==> config.mk <==
export PLATFORM = sky130hd
export DESIGN_NAME = imem_fetch_ctrl
export DESIGN_NICKNAME = d
export VERILOG_FILES = /design/src/rtl/imem_fetch_ctrl_pkg.sv /design/src/rtl/imem_fetch_ctrl_fetch_queue.sv /design/src/rtl/imem_fetch_ctrl.sv
export SDC_FILE = /design/constraint.sdc
export NUM_CORES = 1
export LEC_CHECK = 0
export CORE_ASPECT_RATIO = 0.8
export CORE_MARGIN = 2
export CORE_UTILIZATION = 45
export CTS_BUF_LIST = sky130_fd_sc_hd__clkbuf_8
export CTS_CLUSTER_SIZE = 25
export DETAILED_ROUTE_END_ITERATION = 8
export GPL_ROUTABILITY_DRIVEN = 0
export HOLD_SLACK_MARGIN = 0.03
export PLACE_DENSITY = 0.64
export SLEW_MARGIN = 40
export SYNTH_ARGS = -nofsm -noshare
export SYNTH_HDL_FRONTEND = slang
export SYNTH_SLANG_ARGS = --single-unit
==> constraint.sdc <==
create_clock -name clock -period 4.1 [get_ports clock]
set_input_delay 0.615 -clock clock [delete_from_list [all_inputs] [get_ports clock]]
set_output_delay 0.615 -clock clock [all_outputs]
set_load 0.01 [all_outputs]
==> src/rtl/imem_fetch_ctrl_pkg.sv <==
// rtl/imem_fetch_ctrl_pkg.sv - shared core constants and types for instruction fetch
package imem_fetch_ctrl_pkg;

    localparam int          XLEN_INST        = 32;
    localparam logic [31:0] NOP_INST         = 32'h0000_0013;
    localparam logic [31:0] RESET_PC_DEFAULT = 32'h0000_0000;

    typedef enum logic [1:0] {
        ST_BOOT = 2'd0,
        ST_RUN  = 2'd1,
        ST_HOLD = 2'd2
    } fetch_state_e;

    typedef struct packed {
        logic [XLEN_INST-1:0] pc;
        logic [XLEN_INST-1:0] inst;
    } fetch_entry_t;

endpackage

==> src/rtl/imem_fetch_ctrl_fetch_queue.sv <==
// rtl/imem_fetch_ctrl_fetch_queue.sv - sync first-word-fall-through FIFO with flush
module fetch_queue #(
    parameter int WIDTH = 32,
    parameter int DEPTH = 4
) (
    input  logic                     clock,
    input  logic                     reset,
    input  logic                     i_flush,
    input  logic                     i_push,
    input  logic [WIDTH-1:0]         i_data,
    input  logic                     i_pop,
    output logic [WIDTH-1:0]         o_data,
    output logic [$clog2(DEPTH):0]   o_count
);

    localparam int AW = $clog2(DEPTH);

    logic [WIDTH-1:0] r_mem [DEPTH];
    logic [AW-1:0]    r_wr_ptr;
    logic [AW-1:0]    r_rd_ptr;
    logic [AW:0]      r_count;
    logic             w_empty;
    logic             w_full;
    logic             w_do_push;
    logic             w_do_pop;

    assign w_empty   = (r_count == '0);
    assign w_full    = (r_count == (AW+1)'(DEPTH));
    assign w_do_pop  = i_pop & ~w_empty;
    // A full queue still takes a push when the head leaves in the same cycle.
    assign w_do_push = i_push & (~w_full | w_do_pop);

    always_ff @(posedge clock) begin
        if (!reset || i_flush) begin
            r_wr_ptr <= '0;
            r_rd_ptr <= '0;
            r_count  <= '0;
        end else begin
            if (w_do_push) r_wr_ptr <= r_wr_ptr + 1'b1;
            if (w_do_pop)  r_rd_ptr <= r_rd_ptr + 1'b1;
            if (w_do_push && !w_do_pop)      r_count <= r_count + 1'b1;
            else if (w_do_pop && !w_do_push) r_count <= r_count - 1'b1;
        end
    end

    always_ff @(posedge clock) begin
        if (w_do_push) r_mem[r_wr_ptr] <= i_data;
    end

    assign o_data  = r_mem[r_rd_ptr];
    assign o_count = r_count;

endmodule

==> src/rtl/imem_fetch_ctrl.sv <==
// rtl/imem_fetch_ctrl.sv - instruction fetch controller with prefetch queue and redirect flush
module imem_fetch_ctrl
    import imem_fetch_ctrl_pkg::*;
#(
    parameter logic [31:0] RESET_PC    = RESET_PC_DEFAULT,
    parameter int          QUEUE_DEPTH = 4
) (
    input  logic        clock,
    input  logic        reset,
    output logic        imem_req_valid,
    input  logic        imem_req_ready,
    output logic [31:0] imem_req_addr,
    input  logic        imem_resp_valid,
    input  logic [31:0] imem_resp_data,
    input  logic        redirect,
    input  logic [31:0] redirect_pc,
    input  logic        dec_stall,
    output logic [31:0] fetch_instruction,
    output logic [31:0] fetch_pc,
    output logic        fetch_valid
);

    localparam int          CW      = $clog2(QUEUE_DEPTH) + 1;
    localparam logic [CW:0] DEPTH_W = (CW+1)'(QUEUE_DEPTH);

    fetch_state_e  r_state;
    fetch_state_e  w_next_state;
    logic [31:0]   r_pc;
    logic [CW-1:0] r_outstanding;
    logic [CW-1:0] r_discard;
    logic [CW-1:0] w_q_count;
    logic [CW-1:0] w_pend_count;
    logic [CW-1:0] w_out_after_resp;
    logic [CW:0]   w_total;
    logic [31:0]   w_pend_pc;
    logic [63:0]   w_q_data;
    fetch_entry_t  w_head;
    fetch_entry_t  w_push_entry;
    logic          w_q_empty;
    logic          w_resp;
    logic          w_resp_keep;
    logic          w_req_fire;
    logic          w_pop;

    assign w_total          = {1'b0, r_outstanding} + {1'b0, w_q_count};
    assign w_q_empty        = (w_q_count == '0);
    assign w_resp           = imem_resp_valid && (r_outstanding != '0);
    assign w_resp_keep      = w_resp && !redirect && (r_discard == '0) && (w_pend_count != '0);
    assign w_req_fire       = imem_req_valid && imem_req_ready;
    assign w_pop            = fetch_valid && !dec_stall && !redirect;
    assign w_out_after_resp = r_outstanding - {{(CW-1){1'b0}}, w_resp};
    assign w_push_entry     = '{pc: w_pend_pc, inst: imem_resp_data};
    assign w_head           = w_q_data;

    always_ff @(posedge clock) begin
        if (!reset) r_state <= ST_BOOT;
        else        r_state <= w_next_state;
    end

    always_comb begin
        w_next_state = r_state;
        if (redirect) begin
            w_next_state = ST_RUN;
        end else begin
            case (r_state)
                ST_BOOT: w_next_state = ST_RUN;
                ST_RUN:  if (w_total == DEPTH_W) w_next_state = ST_HOLD;
                ST_HOLD: if (w_total < DEPTH_W)  w_next_state = ST_RUN;
                default: w_next_state = ST_BOOT;
            endcase
        end
    end

    always_comb begin
        imem_req_valid = (r_state == ST_RUN) && !redirect && (w_total < DEPTH_W);
        imem_req_addr  = r_pc;
    end

    // Responses still in flight at a redirect belong to the old path and are counted off.
    always_ff @(posedge clock) begin
        if (!reset) begin
            r_pc          <= RESET_PC;
            r_outstanding <= '0;
            r_discard     <= '0;
        end else if (redirect) begin
            r_pc          <= redirect_pc & ~32'h3;
            r_outstanding <= w_out_after_resp;
            r_discard     <= w_out_after_resp;
        end else begin
            if (w_req_fire) r_pc <= r_pc + 32'd4;
            r_outstanding <= w_out_after_resp + {{(CW-1){1'b0}}, w_req_fire};
            if (w_resp && (r_discard != '0)) r_discard <= r_discard - 1'b1;
        end
    end

    fetch_queue #(.WIDTH(32), .DEPTH(QUEUE_DEPTH)) u_pend_q (
        .clock   (clock),
        .reset   (reset),
        .i_flush (redirect),
        .i_push  (w_req_fire),
        .i_data  (r_pc),
        .i_pop   (w_resp_keep),
        .o_data  (w_pend_pc),
        .o_count (w_pend_count)
    );

    fetch_queue #(.WIDTH(64), .DEPTH(QUEUE_DEPTH)) u_inst_q (
        .clock   (clock),
        .reset   (reset),
        .i_flush (redirect),
        .i_push  (w_resp_keep),
        .i_data  (w_push_entry),
        .i_pop   (w_pop),
        .o_data  (w_q_data),
        .o_count (w_q_count)
    );

    assign fetch_valid       = !w_q_empty;
    assign fetch_instruction = w_q_empty ? NOP_INST : w_head.inst;
    assign fetch_pc          = w_q_empty ? r_pc     : w_head.pc;

endmodule

Word-level counts from Yosys, hierarchy flattened

Memory sizes are Yosys's and may differ from the RTL's. A register that Yosys moved wholly into a read port is not among the register bits.
Index checks and enable logic that the tools add are counted.

RAM bits: 384
Output and inout port bits: 98
Input bits: 70
Register bits: 54
Logic and storage cells: 108
Memories: 2

Memories:

| name           | words | bits a word | read ports | clocked after memory_dff | wr ports | line                              | RTL |
|---|---|---|---|---|---|---|---|
| u_inst_q.r_mem | 4     | 64          | 1          | 1                        | 1        | imem_fetch_ctrl_fetch_queue.sv:18 | `logic [WIDTH-1:0] r_mem [DEPTH];` |
| u_pend_q.r_mem | 4     | 32          | 1          | 1                        | 1        | imem_fetch_ctrl_fetch_queue.sv:18 |  |

Reductions and logical operators: 37
Magnitude comparators: 1
Multiplexer cells: 23
$add $sub $neg: 13
Bitwise gates (word level): 11
Equality and inequality tests: 9

Operator list:

| cell                                                                 | count |
|---|---|
| 32-bit 2-to-1 mux                                                    | 4 |
| 32-bit by 3-bit adder with 32-bit output, second input constant      | 1 |
| 3-bit 2-to-1 mux                                                     | 7 |
| 1-bit logical AND                                                    | 14 |
| 2-bit 2-to-1 mux                                                     | 6 |
| 3-bit zero test                                                      | 3 |
| 3-bit nonzero test                                                   | 3 |
| 3-bit by 1-bit subtractor with 3-bit output, second input constant   | 3 |
| 2-bit by 1-bit adder with 2-bit output, second input constant        | 4 |
| 1-bit zero test                                                      | 8 |
| 2-bit nonzero test                                                   | 4 |
| 3-bit by 1-bit adder with 3-bit output, second input constant        | 2 |
| 3-bit == test, second input constant                                 | 2 |
| 3-bit != test, second input constant                                 | 2 |
| 2-bit one-hot mux with 3 select lines                                | 1 |
| 1-bit 2-to-1 mux                                                     | 5 |
| 1-bit NOT                                                            | 5 |
| 3-bit by 3-bit adder with 4-bit output                               | 1 |
| 1-bit AND                                                            | 4 |
| 4-bit by 3-bit == test with 1-bit output, second input constant      | 1 |
| 4-bit by 3-bit < comparator with 1-bit output, second input constant | 1 |
| 2-bit != test, second input constant                                 | 2 |
| 2-bit AND reduction                                                  | 2 |
| 3-bit by 1-bit adder with 3-bit output                               | 1 |
| other kinds (7)                                                      | 8 |

Logic depth before layout (Yosys ltp)

Gate-level depths: netlist (run 1).

Word-level depth: 12
Gate-level depth with buffers: 12
Depth with buffers taken out: 11

By module

A second synthesis (run 1) with hierarchy kept.

Cells, all modules: 992
Area, all modules: 17825.8 um2

By module, submodules not included:

| module                  | area each (um2) | seq. area each (um2) | instances | cells an instance |
|---|---|---|---|---|
| fetch_queue at u_inst_q | 9676.8          | 7867.5               | 1         | 382 |
| fetch_queue at u_pend_q | 5086.1          | 4023.9               | 1         | 215 |
| imem_fetch_ctrl         | 3062.9          | 760.7                | 1         | 395 |

Least setup slack after synthesis (run 1)

Ideal clock, no wire load.

Kind: input-to-reg
Start point: input imem_resp_valid
End point: memory u_inst_q.r_mem[1][0], enable pin
Data required time: 3674 ps
Stages on the path: 5
Arrival: 3095 ps
Buffers on the path: 1
Slack: 579 ps
Library setup time: 426 ps
Path through: o31ai_1 or4_1 clkbuf_1 a21oi_2 and2_1

Longest elaborated chain between the ends: 7

Ends and longest elaborated chain:

| what                                   | line                              | RTL |
|---|---|---|
| from (decl)                            | imem_fetch_ctrl.sv:13             | `input logic imem_resp_valid,` |
| 1-bit logical AND                      | imem_fetch_ctrl.sv:47             | `assign w_resp = imem_resp_valid && (r_outstanding != '0);` |
| 1-bit logical AND (3 in series)        | imem_fetch_ctrl.sv:48             | `assign w_resp_keep = w_resp && !redirect && (r_discard == '0) && (w_pend_count != '0);` |
| 1-bit AND                              | imem_fetch_ctrl_fetch_queue.sv:31 | `assign w_do_push = i_push & (~w_full \| w_do_pop);` |
| via u_inst_q.w_do_push                 | imem_fetch_ctrl_fetch_queue.sv:24 | `logic w_do_push;` |
| 1-bit 2-to-1 mux                       | imem_fetch_ctrl_fetch_queue.sv:47 | `if (w_do_push) r_mem[r_wr_ptr] <= i_data;` |
| 1-bit 2-to-1 mux (implied by the code) | imem_fetch_ctrl_fetch_queue.sv:47 |  |
| to (decl)                              | imem_fetch_ctrl_fetch_queue.sv:18 |  |

The timed path passes the listed nets, and every way through them passes these cells.

Worst setup path after layout (run 1)

Start point: register u_inst_q.r_count[0], in the netlist u_inst_q.o_count[0]
End point: output imem_req_valid

Longest elaborated chain between the ends: 3

Ends and longest elaborated chain:

| what                                          | line                              | RTL |
|---|---|---|
| from (decl)                                   | imem_fetch_ctrl_fetch_queue.sv:21 | `logic [AW:0] r_count;` |
| from (signal assigned)                        | imem_fetch_ctrl_fetch_queue.sv:41 | `if (w_do_push && !w_do_pop) r_count <= r_count + 1'b1;` |
| from (signal assigned)                        | imem_fetch_ctrl_fetch_queue.sv:42 | `else if (w_do_pop && !w_do_push) r_count <= r_count - 1'b1;` |
| 3-bit by 3-bit adder with 4-bit output        | imem_fetch_ctrl.sv:45             | `assign w_total = {1'b0, r_outstanding} + {1'b0, w_q_count};` |
| 4-bit by 3-bit < comparator with 1-bit output | imem_fetch_ctrl.sv:75             | `imem_req_valid = (r_state == ST_RUN) && !redirect && (w_total < DEPTH_W);` |
| 1-bit logical AND                             | imem_fetch_ctrl.sv:75             |  |
| to (decl)                                     | imem_fetch_ctrl.sv:10             | `output logic imem_req_valid,` |

No other way between the ends.

==> results of run 1 <==
## power breakdown
part / switching (mW) / internal (mW) / total (mW)
clock network: 1.62 / 1.77 / 3.39
registers: 0.104 / 4.81 / 4.92
logic: 0.422 / 0.377 / 0.799
## routing by layer
| layer | up-vias | GRT usage (%) |
|---|---|---|
| met2 | 274 | 31.4 |
| met5 | - | 0 |
| li1 | 4291 | - |
| met4 | 0 | 5.91 |
| met1 | 4849 | 27.3 |
| met3 | 68 | 4.18 |
## worst max-delay path by stage
stage,slack [ns],to,startpoint,cells after the start
after floorplan,0.58,u_inst_q.r_mem[1][0],imem_resp_valid,5
final,0.32,imem_req_valid,u_inst_q.o_count[0],7
after CTS,0.29,imem_req_valid,u_inst_q.o_count[0],7
after global routing,0.16,imem_req_valid,u_inst_q.o_count[0],7
after global placement,0.50,u_inst_q.o_count[2],redirect,10
after detailed placement,0.46,u_inst_q.o_count[2],redirect,10
## layout make-up
cell class / instances / area [sq um] / area share [%]
Sequential cell: 424 / 12200 / 58.6
Multi-Input combinational cell: 474 / 4700 / 22.6
Timing Repair Buffer: 189 / 1910 / 9.21
Clock buffer: 76 / 1050 / 5.03
Tap cell: 487 / 609 / 2.93
Clock inverter: 50 / 241 / 1.16
Inverter: 24 / 92.6 / 0.446
## kinds of logic after synthesis
| group | Yosys count |
|---|---|
| multiplexers | 124 |
| adder cells (fa/ha/maj) | 23 |
| other | 1 |
| AND/OR/NAND/NOR | 208 |
| buffers and inverters | 74 |
| XOR/XNOR | 24 |
| AO/OA/AOI/OAI | 91 |
| flip-flops | 424 |
## worst reg2reg max path, cell delays in order, from the launching register on
cell and delay (ns):
dfxtp_1 0.37, ha_1 0.23, fa_1 0.42, nor3_1 0.28
a41oi_1 0.07, buf_4 0.19, nor3_1 0.19, buf_4 0.18
ha_1 0.18, inv_1 0.06, fa_1 0.37, xor2_1 0.18
or3_1 0.30, a21oi_1 0.14
## cells in the final DEF, fill, tap and decap left out, types with 5 or more instances in the layout
master / synthesis / final
xnor2_1: 11 / 11
clkdlybuf4s50_1: 0 / 161
buf_4: 4 / 20
clkbuf_8: 0 / 76
or4_1: 7 / 7
nand2_1: 52 / 52
clkinv_2: 0 / 8
dfxtp_1: 56 / 53
nand3_1: 20 / 20
xor2_1: 13 / 13
mux2_2: 27 / 27
mux4_2: 92 / 92
or3_1: 7 / 7
o21ai_0: 20 / 20
mux2i_1: 5 / 5
buf_12: 0 / 7
nor3_1: 17 / 17
clkinv_1: 0 / 9
ha_1: 20 / 20
nor2_1: 25 / 25
a21oi_1: 25 / 25
inv_1: 24 / 51
a31oi_1: 7 / 7
nand4_1: 14 / 14
and2_1: 41 / 37
edfxtp_1: 368 / 368
## through the flow
step | total power, mW | hold slack, ns | std cells | worst slack (ns) | utilization, %
after floorplan | 5.43 | 0.460 | 972 | 0.579 | -
after global placement | 5.79 | 0.471 | 1597 | 0.501 | 52.2
after detailed placement | 5.81 | 0.493 | 1597 | 0.464 | 52.2
after CTS | 9.22 | 0.503 | 1723 | 0.291 | 55.7
after global routing | 9.49 | 0.519 | 1724 | 0.157 | 55.7
final | 9.11 | 0.499 | 1724 | 0.320 | 55.7
## sequential cells by signal, indices dropped and copies added (netlist names), named ones only
register and count:
imem_req_addr 30, u_pend_q.r_wr_ptr 2, u_inst_q.r_rd_ptr 2, u_inst_q.r_mem 248, u_inst_q.o_count 3, u_pend_q.o_count 3
r_discard 3, r_outstanding 3, u_inst_q.r_wr_ptr 2, u_pend_q.r_mem 120, u_pend_q.r_rd_ptr 2, r_state 2
==> impl_metrics.yaml, run 1 <==
power:
  ir_worst_vdd_mv: 0.248
  power-per-cell-area_nw_per_um2: 438
  power.static_leakage_nw: 6.75
detailed_routing:
  dr_wl_met2_um: 18200
  dr_wl_met3_um: 1970
  drtIter0Drc: 803
  ant_nets: 0
  post_drt_wl_per_cell_um: 22.2
  vias_per_cell: 5.50
  via_count: 9482
  drt_first_pass_iters: 6
  drcViolationCount: 0
  wl_met1_um: 17300
  top_layer_used: "met4"
  routed_wl_um: 38200
placed_design:
  port_buffers: 161
  dpl.hpwl_um: 23800
  dpl_cell_area_sq_um: 19500
timing:
  max_slew_margin_pct: 49.0
  worst_pin_slew_ns: 0.764
  finalSetupViolations: 0
  min_period_ns: 3.78
  min_period_over_period_pct: 92.2
  drv_slew: 0
  fin_tns_setup_ns: 0
  finalHoldViolations: 0
  fin_skew_ns: 0.0227
  max_freq_ghz: 0.265
  rsz0062_at_grt: "false"
floorplanning:
  num_io_pins: 168
  initial_core_util_pct: 46.0
  chipHeight_um: 179
  die_area_sq_um: 39700
  coreArea_sq_um: 37300
  die_w_um: 222
  num_rows: 63
worst_hold_path:
  min_path_type: "reg2reg"
  min-delay-start: "u_pend_q.r_rd_ptr[1]"
  whs_endpoint: "u_pend_q.r_rd_ptr[1]"
  whs_path_depth: 2
clocking:
  cts_resized: 0
  cts_buffer_depth: 3
  post_cts_buffers: 0
  tritoncts: "yes"
  clock_latency_ns: 0.61
  ctsHoldBuffers: 0
  ctsHtreeMaxLevel: 3
  cts_buffers: 68
  path_clk_slew_ns: 0.06
  clkSinkCount: 424
  ctsRootBufferMaster: "clkbuf_8"
global_routing:
  grt_pass1_wl_um: 57800
  grtUsageTotal_pct: 19.6
  antenna_found_initial: 0
  grt-ovfl-total: 0
  first_global_vias: 9678
  grt_max_degree: 63
layout:
  final_area_sq_um: 20800
  diodes: 0
  fin_nets: 1274
  drive_gt1_share_pct: 20.7
  n_fill_cell: 2919
  syn2layout_area_growth_pct: 21.1
status:
  status: "completed"
yosys:
  synth-xor-area-share_pct: 1.23
  synth-adder-area-share_pct: 1.81
  synth-seq-area-share_pct: 71.0
  syn_area_per_cell_sq_um: 17.7
  synth_common_cells: "368 x edfxtp_1, 92 x mux4_2, 56 x dfxtp_1, 52 x nand2_1, 41 x and2_1"
  async_flop_share_pct: 0
  yosysMostFrequentCell: "edfxtp_1"
  synthDistinctLibCells: 65
  synthCells: 969
  synthMuxAreaShare_pct: 14.1
  synth_simple_gate_area_share_pct: 6.64
  synth_edf_count: 368
  synth_top_family_by_area: "multiplexers"
  ys.flop_type: "edfxtp_1"
  synth_top_area_share_pct: 64.4
  netlist_area_sq_um: 17200
  synth-compound-area-share_pct: 3.43
  ys_ff_latch: 424
  ys_warn_count: 0
  yosys-top-cells-area: "edfxtp_1 64%, mux4_2 12%, dfxtp_1 6.5%"
  yosysTopAreaCell: "edfxtp_1"
worst_setup_path:
  critPathMostFrequentCell: "nor3_1"
  critPathLaunchType: "flip-flop"
  crit_type: "reg2out"
  reg2reg_depth: 13
  cp_max_fo: 9
  max_stage_delay_ns: 0.64
  crit-reg2reg-capture: "u_pend_q.o_count[2]"
  reg2reg_from: "u_inst_q.o_count[0]"
  cp_top_family: "buffers and inverters"
  crit_chain: "ha_1 -> fa_1 -> nor3_1 -> a41oi_1 -> buf_4 -> nor3_1 -> clkdlybuf4s50_1"
  end_kind: "output pin"
  path_buf_inv: 2
  arrival_ns: 3.16
  required_ns: 3.48
  crit_slowest_cell: "clkdlybuf4s50_1"
  rrSetupSlack_ns: 0.85
run:
  maxCapViolCount: 0
Power figures use the tool's default switching activity.
==> run 2: changes to the inputs <==
Settings changed: ABC_AREA from default to 0, REMOVE_ABC_BUFFERS from default to 1, SYNTH_HIERARCHICAL from default to 1.
==> run 2 against run 1 <==
Setup slack better by 0.20 ns; cell count increased by 4.8%; synthesized cell count rose by 2.4%; fmax rose by 5.5%; register-to-register slack got worse by 0.03 ns; global-route usage barely moved; wire length is 3.9% higher; combinational power fell by 5.3%; sequential share of layout area decreased by 0.49 points; first-iteration DRC count grew 1.9%; critical path type unchanged; largest power group unchanged.
==> impl_metrics.yaml, run 2 <==
status:
  status: "completed"
floorplanning:
  die_area_sq_um: 41200
  num_rows: 65
  chipHeight_um: 182
  num_io_pins: 168
  initial_core_util_pct: 45.4
  die_w_um: 227
  coreArea_sq_um: 39300
yosys:
  netlist_area_sq_um: 17800
  yosysMostFrequentCell: "edfxtp_1"
  syn_area_per_cell_sq_um: 18.0
  ys.flop_type: "edfxtp_1"
  synth_edf_count: 384
  yosys-top-cells-area: "edfxtp_1 65%, mux4_2 12%, dfxtp_1 6.3%"
  yosysTopAreaCell: "edfxtp_1"
  synth_common_cells: "384 x edfxtp_1, 96 x mux4_2, 56 x dfxtp_1, 48 x nand2_1, 34 x and2_1"
  synthDistinctLibCells: 65
  synthCells: 992
  synth_top_area_share_pct: 64.7
  ys_warn_count: 6
  synth-seq-area-share_pct: 71.0
  async_flop_share_pct: 0
  ys_ff_latch: 440
worst_setup_path:
  crit-reg2reg-capture: "u_pend_q/o_count[2]"
  reg2reg_from: "u_inst_q/o_count[0]"
  crit_type: "reg2out"
  arrival_ns: 2.97
  reg2reg_depth: 13
  end_kind: "output pin"
  cp_max_fo: 7
  critPathLaunchType: "flip-flop"
  rrSetupSlack_ns: 0.82
  required_ns: 3.48
  startpoint: "u_inst_q/o_count[0]"
  critPathCapture: "imem_req_valid"
timing:
  min_period_ns: 3.58
  min_period_over_period_pct: 87.4
  fin_ws_ns: 0.516
  finalSetupViolations: 0
  drv_slew: 0
  rsz0062_at_grt: "false"
  fin_tns_setup_ns: 0
  hold_slack_ns: 0.518
  fin_skew_ns: 0.0262
  max_slew_margin_pct: 46.4
  max_freq_ghz: 0.279
  finalHoldViolations: 0
  worst_pin_slew_ns: 0.797
detailed_routing:
  ant_nets: 0
  drt_first_pass_iters: 5
  vias_per_cell: 5.51
  via_count: 9953
  post_drt_wl_per_cell_um: 22.0
  routed_wl_um: 39700
  drcViolationCount: 0
  drtIter0Drc: 818
layout:
  syn2layout_area_growth_pct: 22.2
  final_area_sq_um: 21800
  largest_register_ffs: 256
  drive_gt1_share_pct: 21.7
  n_fill_cell: 3074
  mostFrequentLayoutCell: "edfxtp_1"
  final_cell_mix: "384 x edfxtp_1, 163 x clkdlybuf4s50_1, 96 x mux4_2"
  regMostFlops: "u_inst_q/r_mem"
  diodes: 0
  fin_nets: 1310
power:
  power.static_leakage_nw: 7.05
  power_mw: 9.69
  power-per-cell-area_nw_per_um2: 445
  ir_worst_vdd_mv: 0.217
global_routing:
  first_global_vias: 10133
  grt_pass1_wl_um: 60300
  grt_max_degree: 66
  grt-ovfl-total: 0
  grtUsageTotal_pct: 19.6
  antenna_found_initial: 0
placed_design:
  place_ws_ns: 0.528
  dpl_cell_area_sq_um: 20300
  port_buffers: 163
  dpl.hpwl_um: 24700
worst_hold_path:
  min_path_type: "reg2reg"
clocking:
  ctsHoldBuffers: 0
  path_clk_slew_ns: 0.06
  clkSinkCount: 440
  clock_latency_ns: 0.59
  cts_buffers: 70
  ctsRootBufferMaster: "clkbuf_8"
  post_cts_buffers: 0
  cts_resized: 0
  tritoncts: "yes"
  cts_buffer_depth: 3
  ctsHtreeMaxLevel: 3
run:
  maxCapViolCount: 0
==> run 2: logic make-up (layout without fill, tap and decap cells) <==
group           after synthesis  after routing  synth area share, %
flops                       440            440                 71.0
mux                         128            128                 14.1
xor+xnor                     14             14                0.688
fa+ha+maj                    23             23                 1.74
other cells                   1             10               0.0210
compound gates              113            113                 4.36
simple gates                202            202                 6.30
buf+inv                      71            340                 1.78
==> run 2: metal layers <==
metal | GRT usage, % | vias up | part of all wire (%)
met5 | 0 | - | 0
met4 | 5.74 | 0 | 1.9
met3 | 4.35 | 62 | 6.5
met2 | 30.4 | 315 | 47
met1 | 28.0 | 5125 | 45
li1 | - | 4451 | -
==> run 2: power breakdown <==
group / switching (mW) / leakage (nW) / internal, mW
combinational: 0.393 / 2.34 / 0.364
clock: 1.66 / 0.770 / 2.17
sequential: 0.105 / 3.94 / 4.99
total: 2.16 / 7.05 / 7.53
==> run 2: how the worst min path moves through the flow <==
stage | startpoint | end | slack [ns] | cells past startpoint
floorplan | u_inst_q/r_rd_ptr[1] | flip-flop | 0.48 | 2
global placement | u_pend_q/r_rd_ptr[1] | flip-flop | 0.51 | 2
detailed placement | u_inst_q/r_rd_ptr[1] | flip-flop | 0.51 | 2
CTS | u_inst_q/r_rd_ptr[1] | u_inst_q/r_rd_ptr[1] | 0.53 | 2
global route | u_pend_q/o_count[2] | u_pend_q/o_count[2] | 0.56 | 2
finish | u_inst_q/r_rd_ptr[1] | u_inst_q/r_rd_ptr[1] | 0.52 | 2
==> run 2: layout make-up <==
class,count,area [sq um],area share (%)
inverter,18,67.6,0.310
multi-input combinational,490,4910,22.5
sequential,440,12700,58.1
tap,536,671,3.08
clock inverter,48,389,1.79
timing repair buffer,197,2030,9.31
clock buffer,77,1060,4.87
==> run 2: metrics by stage <==
stage / util (%) / instances
floorplan: - / 948
finish: 55.5 / 1806
global placement: 51.8 / 1681
CTS: 55.5 / 1806
detailed placement: 51.8 / 1681
global route: 55.5 / 1806
==> run 2: worst max-delay path, cell delays in order (launching register included) <==
cell and delay, ns:
dfxtp_1 0.39, ha_1 0.24, fa_1 0.43, nor3_1 0.28
a41oi_1 0.17, nor3_1 0.29, clkdlybuf4s50_1 0.59
